**config.mk**
```make
export PLATFORM = sky130hd
export DESIGN_NAME = sha3_digest_squeezer
export DESIGN_NICKNAME = d
export VERILOG_FILES = /design/src/rtl/sha3_digest_squeezer.sv
export SDC_FILE = /design/constraint.sdc
export NUM_CORES = 1
export LEC_CHECK = 0
export BUFFER_PORTS_ARGS = -buffer_cell sky130_fd_sc_hd__buf_2
export CORE_UTILIZATION = 49
export DETAILED_ROUTE_END_ITERATION = 8
export PLACE_DENSITY = 0.76
export SYNTH_ARGS = -nofsm -noshare
export SYNTH_HDL_FRONTEND = slang
export SYNTH_SLANG_ARGS = --single-unit
export TNS_END_PERCENT = 10
```
**constraint.sdc**
```tcl
create_clock -name clk -period 2.1 [get_ports clk]
set_clock_uncertainty 0.05 [all_clocks]
set_input_delay 0.42 -clock clk [delete_from_list [all_inputs] [get_ports clk]]
set_output_delay 0.42 -clock clk [all_outputs]
set_load 0.02 [all_outputs]
```
**src/rtl/sha3_digest_squeezer.sv**
```systemverilog
// sha3_digest_squeezer: captures the low DIGEST_LANES Keccak lanes when the
// permutation controller pulses in_load, then streams them as WORD_W-bit
// words (word 0 = low half of lane 0) over a valid/ready handshake.
// Optional build macro: SQUEEZE_BYTE_SWAP_EN byte-reverses every output word
// so the PS side reads the digest in conventional hex-string order.
`timescale 1ns/1ps
module sha3_digest_squeezer #(
  parameter int DIGEST_LANES = 4,
  parameter int WORD_W       = 32
) (
  input  logic                         clk,
  input  logic                         rst_n,
  input  logic                         in_load,
  input  logic [DIGEST_LANES*64-1:0]   in_digest,
  output logic                         in_ready,
  input  logic                         in_abort,
  output logic                         out_valid,
  input  logic                         out_ready,
  output logic [WORD_W-1:0]            out_data,
  output logic                         out_last,
  output logic [15:0]                  digest_cnt
);

  localparam int NUM_WORDS = DIGEST_LANES * 64 / WORD_W;
  localparam int IDX_W     = (NUM_WORDS > 1) ? $clog2(NUM_WORDS) : 1;
  localparam logic [IDX_W-1:0] LAST_IDX = IDX_W'(NUM_WORDS - 1);
  localparam logic [IDX_W-1:0] IDX_ONE  = IDX_W'(1);

  typedef enum logic [0:0] {
    ST_IDLE   = 1'b0,
    ST_STREAM = 1'b1
  } state_e;

  state_e                              state_q, state_d;
  logic [IDX_W-1:0]                    idx_q, idx_d;
  logic [NUM_WORDS-1:0][WORD_W-1:0]    capture_q, capture_d;
  logic                                valid_q, valid_d;
  logic [WORD_W-1:0]                   data_q, data_d;
  logic [15:0]                         cnt_q, cnt_d;

  // Presentation of one captured word on out_data (raw or byte-reversed).
  function automatic logic [WORD_W-1:0] fmt_word(input logic [WORD_W-1:0] w);
`ifdef SQUEEZE_BYTE_SWAP_EN
    logic [WORD_W-1:0] r;
    r = '0;
    for (int b = 0; b < WORD_W / 8; b++) begin
      r[8*b +: 8] = w[WORD_W-8-8*b +: 8];
    end
    return r;
`else
    return w;
`endif
  endfunction

  // Next-state, capture, word index and registered-output decode.
  always_comb begin
    state_d   = state_q;
    idx_d     = idx_q;
    capture_d = capture_q;
    valid_d   = valid_q;
    data_d    = data_q;
    cnt_d     = cnt_q;
    if (in_abort) begin
      // Flush wins over load and transfer; the digest is not counted.
      state_d = ST_IDLE;
      idx_d   = '0;
      valid_d = 1'b0;
      data_d  = '0;
    end else begin
      case (state_q)
        ST_IDLE: begin
          if (in_load) begin
            capture_d = in_digest;
            idx_d     = '0;
            state_d   = ST_STREAM;
            valid_d   = 1'b1;
            data_d    = fmt_word(in_digest[WORD_W-1:0]);
          end else begin
            valid_d = 1'b0;
          end
        end
        ST_STREAM: begin
          if (out_ready) begin
            if (idx_q == LAST_IDX) begin
              state_d = ST_IDLE;
              idx_d   = '0;
              valid_d = 1'b0;
              data_d  = '0;
              cnt_d   = cnt_q + 16'd1;
            end else begin
              idx_d   = idx_q + IDX_ONE;
              valid_d = 1'b1;
              data_d  = fmt_word(capture_q[idx_d]);
            end
          end else begin
            // Stall: word, index and capture are held.
            valid_d = 1'b1;
          end
        end
        default: begin
          state_d = ST_IDLE;
          idx_d   = '0;
          valid_d = 1'b0;
          data_d  = '0;
        end
      endcase
    end
  end

  // State and datapath registers with asynchronous clear.
  always_ff @(posedge clk or negedge rst_n) begin
    if (!rst_n) begin
      state_q   <= ST_IDLE;
      idx_q     <= '0;
      capture_q <= '0;
      valid_q   <= 1'b0;
      data_q    <= '0;
      cnt_q     <= 16'd0;
    end else begin
      state_q   <= state_d;
      idx_q     <= idx_d;
      capture_q <= capture_d;
      valid_q   <= valid_d;
      data_q    <= data_d;
      cnt_q     <= cnt_d;
    end
  end

  assign in_ready   = (state_q == ST_IDLE);
  assign out_last   = (state_q == ST_STREAM) && (idx_q == LAST_IDX);
  assign out_valid  = valid_q;
  assign out_data   = data_q;
  assign digest_cnt = cnt_q;

endmodule

```
### Word-level counts from Yosys, hierarchy flattened

Index checks and enable logic that the tools add are counted.

| cells by class | value |
|---|---|
| $add $sub $neg | 2 |
| magnitude comparators | 1 |
| equal/unequal tests | 3 |
| mux-type cells | 17 |
| bitwise gates (word level) | 2 |
| reductions and logical operators | 4 |

Operators by type and width:

| operator | count |
|---|---|
| $mux 32 | 5 |
| $bmux 32 s3 | 1 |
| $pmux 32 s2 | 1 |
| $add 16x1->16 const B | 1 |
| $mux 3 | 4 |
| $pmux 3 s2 | 1 |
| $lt 3x4->1 const B | 1 |
| $mux 1 | 4 |
| $reduce_and 4->1 | 1 |
| $add 3x1->3 const B | 1 |
| $eq 3x3->1 const B | 1 |
| $ne 3x2->1 const B | 1 |
| $ne 3x3->1 const B | 1 |
| $reduce_and 3->1 | 1 |
| $not 1->1 | 2 |
| $pmux 1 s2 | 1 |
| $reduce_and 2->1 | 1 |
| $logic_and 1x1->1 | 1 |

| word-level totals | value |
|---|---|
| register bits after elaboration | 308 |
| bits of input ports | 261 |
| output and inout bits | 51 |
| logic and storage cells | 41 |

### Depth between registers and ports, before layout

| depth | value |
|---|---|
| word-level depth | 7 |
| gate-level depth with buffers | 8 |
| gate-level depth less buffers | 6 |

### Worst setup path before layout

OpenSTA, ideal clock, no wires.

| timing | value |
|---|---|
| path kind | flip-flop to flip-flop |
| start point | register idx_q[0] |
| end point | register data_q[21] (netlist: out_data[21]) |
| library setup time | 0.083 ns |
| arrival time | 1.794 ns |
| required time | 1.967 ns |
| slack | 0.173 ns |
| stages on the path, launching flop included | 8 |
| buffers on the path | 2 |
| clock period less this slack | 1.927 ns |
| cells stage by stage | dfrtp_1 ha_1 ha_1 and2_1 clkbuf_1 clkbuf_1 a221o_1 o22ai_1 |

| on the way | value |
|---|---|
| longest elaborated chain between the ends | 7 |
| elaborated cells on any way between the ends | 8 |
| those cells by class | add/sub: 1; eq/ne: 1; mux: 6 |

Ends and longest elaborated chain:

| what | line | RTL |
|---|---|---|
| start, declared | 35 | `logic [IDX_W-1:0] idx_q, idx_d;` |
| start signal, assigned | 121 | `idx_q <= idx_d;` |
| $add 3x1->3 | 91 | `idx_d = idx_q + IDX_ONE;` |
| $bmux 32 s3 | 93 | `data_d = fmt_word(capture_q[idx_d]);` |
| $mux 32 (implied by the code) | 93 |  |
| $mux 32 (*) | 84 | `if (idx_q == LAST_IDX) begin` |
| $mux 32 (*) | 83 | `if (out_ready) begin` |
| $pmux 32 s2 (*) | 70 | `case (state_q)` |
| $mux 32 (*) | 63 | `if (in_abort) begin` |
| end signal, assigned | 124 | `data_q <= data_d;` |
| end, declared | 38 | `logic [WORD_W-1:0] data_q, data_d;` |

Every way passes the cells marked *; elsewhere a longest branch is shown, timed or not. The select of a mux whose other input is x is not followed.
A chain may end at the register's enable or synchronous reset.

### Final worst setup path

| timing | value |
|---|---|
| start point | register idx_q[0] |
| end point | output port out_last |

| on the way | value |
|---|---|
| longest elaborated chain between the ends | 2 |

Ends and longest elaborated chain:

| what | line | RTL |
|---|---|---|
| $eq 3x3->1 | 130 | `assign out_last = (state_q == ST_STREAM) && (idx_q == LAST_IDX);` |
| $logic_and 1x1->1 | 130 |  |
| end, declared | 20 | `output logic out_last,` |

Every way passes these cells.

==> impl_metrics.toml <==
[status]
outcome = "completed"

[global_route]
first_global_vias = 10201
grt.total_usage_pct = 25.2
grt_first_pass_wirelength_microns = 56700
largest_net_degree_at_the_start_of_global_routing = 54
number_of_antenna_violations_at_the_first_check_in_global_routing = 8
grt-ovfl-total = 0

[yosys]
ys_ff_latch = 308
synthesis.area_sq_um = 14100
synth.distinct_cells = 33
syn-mean-instance-area_sq_um = 13.5
yosysWarnings = 0
synth_ff_type = "sky130_fd_sc_hd__dfrtp_1"
synth_nets = 1315
synthCells = 1050
synth-edff-count = 0
yosysSeqAreaShare_pct = 54.5
async_flop_share_pct = 100

[power_and_ir_drop]
power.internal_mw = 12.1
clock_power_share_pct = 36.6
vdd.ir_drop.worst_mv = 0.613
power.combinational.fraction_pct = 17.3
cellLeakagePower_nw = 7.96
power-per-cell-area_nw_per_um2 = 916
share_seq_of_total_power_pct = 46.1
power.switching_mw = 4.14
swShare_pct = 25.4

[detailed_routing]
firstDrtPassIters = 5
route.detailed.wl_per_inst_microns = 20.6
drt-total-wl_microns = 36800
drc = 0
drtIter0Drc = 594
vias_per_cell = 5.50
routed_via_count = 9855
drt.antenna.violating_nets = 0

[cts]
numClockSinks = 308
clock_tree_from_tritoncts = "built"
clock_tree.buffer_depth = 3
cts_inserted_buffers = 34
total_number_of_h_tree_levels = 2
cts.root.buffer_cell = "sky130_fd_sc_hd__clkbuf_16"
worst_skew_pair.late_latency_ps = 490
worst_setup_hold_path_clk_slew_ps = 60

[final_layout]
post-route-util_pct = 63.2
nets = 1644
syn_to_final_growth_pct = 25.6
register_area_sq_um = 7710
fillCellCount = 2260
layout-drive-gt1-share_pct = 53.8
multi_input_area_sq_um = 6120

[placed_design]
gp_congestion = 0.826
place_ws_ps = -24.1
place_hpwl_microns = 26300
port-buffer-count = 311

[critical_path]
cp_max_fo = 3
worstSetupPathType = "flip-flop to output pin"
most_frequent_cell_on_critical_path = "sky130_fd_sc_hd__ha_4"
timing.critical_path.cells = "ha_4 -> ha_4 -> and2_4 -> buf_6"
crit_slowest_cell = "sky130_fd_sc_hd__dfrtp_4"
cp.required_ps = 1630
timing.critical_path.from_type = "flip-flop"
reg2reg_slack_ps = 80
worst-endpoint-arrival_ps = 1610
critical-path-max-stage-delay_ps = 490
crit_path_end_kind = "output pin"

[sta]
unrepaired_setup_endpoints_after_global_routing = "true"
max_slew_margin_pct = 56.8
max_slew.worst_pin.slew_ps = 649
finalMaxSlewViolations = 0
layout_worst_path_cycle_share_pct = 99.2
report.final.hold_viol_count = 0
layout_min_cycle_time_ps = 2080
timing.fmax_mhz = 480
finalWorstSetupSlack_ps = 17.2
setup_viol = 0

[floorplanning]
placement_rows = 61
fp.dieW_microns = 172
die_y_microns = 172
initial_util_pct = 50.3
floorplan.core_area_sq_um = 28100
fp.dieArea_sq_um = 29500
top_level_ports = 312

[worst_hold_path]
hold_path_class = "input pin to flip-flop"

[flow_run]
drv.max_cap_violation_count = 0
-- layout by cell type, fill, tap and decap left out, types with 3 or more instances in the layout --
cell                         netlist  layout
sky130_fd_sc_hd__a21oi_1          33      33
sky130_fd_sc_hd__mux2i_1          97      97
sky130_fd_sc_hd__clkbuf_8          0       7
sky130_fd_sc_hd__buf_2            40     309
sky130_fd_sc_hd__clkbuf_16         0      37
sky130_fd_sc_hd__mux2_2          320     320
sky130_fd_sc_hd__nor2_1           39      37
sky130_fd_sc_hd__a221o_1           7       7
sky130_fd_sc_hd__o22ai_1          63      63
sky130_fd_sc_hd__clkinvlp_4        0       3
sky130_fd_sc_hd__clkbuf_1         23       5
sky130_fd_sc_hd__xnor2_1          13      13
sky130_fd_sc_hd__a22oi_1          24      24
sky130_fd_sc_hd__nand3_1           4       4
sky130_fd_sc_hd__clkinv_2          0       8
sky130_fd_sc_hd__buf_12            0      18
sky130_fd_sc_hd__diode_2           0       9
sky130_fd_sc_hd__nand2_1          36      36
sky130_fd_sc_hd__nand4_1           4       4
sky130_fd_sc_hd__buf_4             8      33
sky130_fd_sc_hd__dfrtp_1         308     306
-- synth_stat cells, types with 2 or more instances --
cell type / number / area (sq um)
sky130_fd_sc_hd__nand4_1: 4 / 25.0
sky130_fd_sc_hd__and2_1: 2 / 12.5
sky130_fd_sc_hd__nand2b_1: 2 / 12.5
sky130_fd_sc_hd__nor3b_1: 2 / 15.0
sky130_fd_sc_hd__dfrtp_1: 308 / 7710
sky130_fd_sc_hd__xor2_1: 2 / 17.5
sky130_fd_sc_hd__a21oi_1: 33 / 165
sky130_fd_sc_hd__xnor2_1: 13 / 114
sky130_fd_sc_hd__nor3_2: 3 / 30.0
sky130_fd_sc_hd__mux2i_1: 97 / 971
sky130_fd_sc_hd__a221o_1: 7 / 70.1
sky130_fd_sc_hd__o22ai_1: 63 / 394
sky130_fd_sc_hd__buf_2: 40 / 200
sky130_fd_sc_hd__nand3_1: 4 / 20.0
sky130_fd_sc_hd__a22o_1: 2 / 17.5
sky130_fd_sc_hd__buf_4: 8 / 60.1
sky130_fd_sc_hd__a22oi_1: 24 / 180
sky130_fd_sc_hd__mux2_2: 320 / 3600
sky130_fd_sc_hd__clkbuf_1: 23 / 86.3
sky130_fd_sc_hd__and4_1: 2 / 17.5
sky130_fd_sc_hd__buf_1: 3 / 11.3
sky130_fd_sc_hd__nand2_1: 36 / 135
sky130_fd_sc_hd__ha_1: 4 / 50.1
sky130_fd_sc_hd__nor2_1: 39 / 146
-- final timing paths --
check	startpoint	endpoint	depth (start not counted)
max	idx_q[0]	out_last	4
min	in_digest[245]	capture_q[245]	2
min in group asynchronous	rst_n	capture_q[48]	2
max in group asynchronous	rst_n	capture_q[150]	4
min reg2reg	digest_cnt[15]	digest_cnt[15]	1
max reg2reg	idx_q[0]	out_data[26]	6
-- power groups by stage --
stage                     combinational, mW  clock, mW  sequential, mW
after global routing                   3.06       6.31            7.63
final                                  2.82       5.95            7.50
after global placement                 2.73          0            7.56
after CTS                              2.83       6.07            7.50
after detailed placement               2.80          0            7.60
after floorplan                        1.82          0            7.46
-- routing by layer --
metal	part of all wire [%]	vias up	GRT usage (%)
li1	-	4511	-
met1	45	4920	35.1
met2	45	350	38.3
met3	6.9	74	5.64
met4	3.4	0	9.89
met5	0	-	0
-- worst max-delay path: cells and delay by family (launching register included) --
family                     cells  cell delay, ps
buffers and inverters          1             130
and+or+nand+nor                1             160
DFF                            1             490
adders and majority gates      2             340
-- metrics by stage --
| step | power, mW | cells | area, sq um | hold WS (ps) | setup TNS, ps |
|---|---|---|---|---|---|
| CTS | 16.4 | 1781 | 17700 | 79.2 | -0.605 |
| floorplan | 9.28 | 1050 | 14100 | 74.4 | 0 |
| finish | 16.3 | 1791 | 17800 | 103 | 0 |
| global placement | 10.3 | 1717 | 16500 | 349 | 0 |
| detailed placement | 10.4 | 1717 | 16500 | 356 | -24.4 |
| global route | 17.0 | 1789 | 17800 | 81.1 | -29.2 |
-- logic make-up after synthesis --
family                     count (synthesis)  synth area share, %
AOI/OAI and AO/OA                        132                 6.00
xor gates and xnor gates                  15                0.930
adders and majority gates                  4                0.354
buffers and inverters                     75                 2.56
DFF                                      308                 54.5
muxes                                    417                 32.4
and+or+nand+nor                           99                 3.26
-- state kept, by name, indices dropped and copies added (netlist names) --
name	flops
idx_q	3
capture_q	256
out_data	32
out_valid	1
digest_cnt	16
-- what timing repair did --
action | in CTS | in global routing
pin swaps | 1 | 1
endpoints found under the hold margin | 40 | 0
gates cloned | 1 | 0
hold buffers | 1 | 0
resized for setup | 9 | 2
setup endpoints to repair | 4 | 8
buffers inserted | 1 | 1
-- final cells by class --
| cell class | instances | area share (%) |
|---|---|---|
| flip-flops and latches | 308 | 43.4 |
| multi-input cells | 667 | 34.5 |
| repair buffers | 367 | 12.9 |
| clock buffers | 49 | 5.86 |
| well taps | 378 | 2.66 |
| clock inverters | 12 | 0.521 |
| diodes | 9 | 0.127 |
| inverters | 1 | 0.0211 |
No activity file was read; power rests on OpenSTA's default activity.
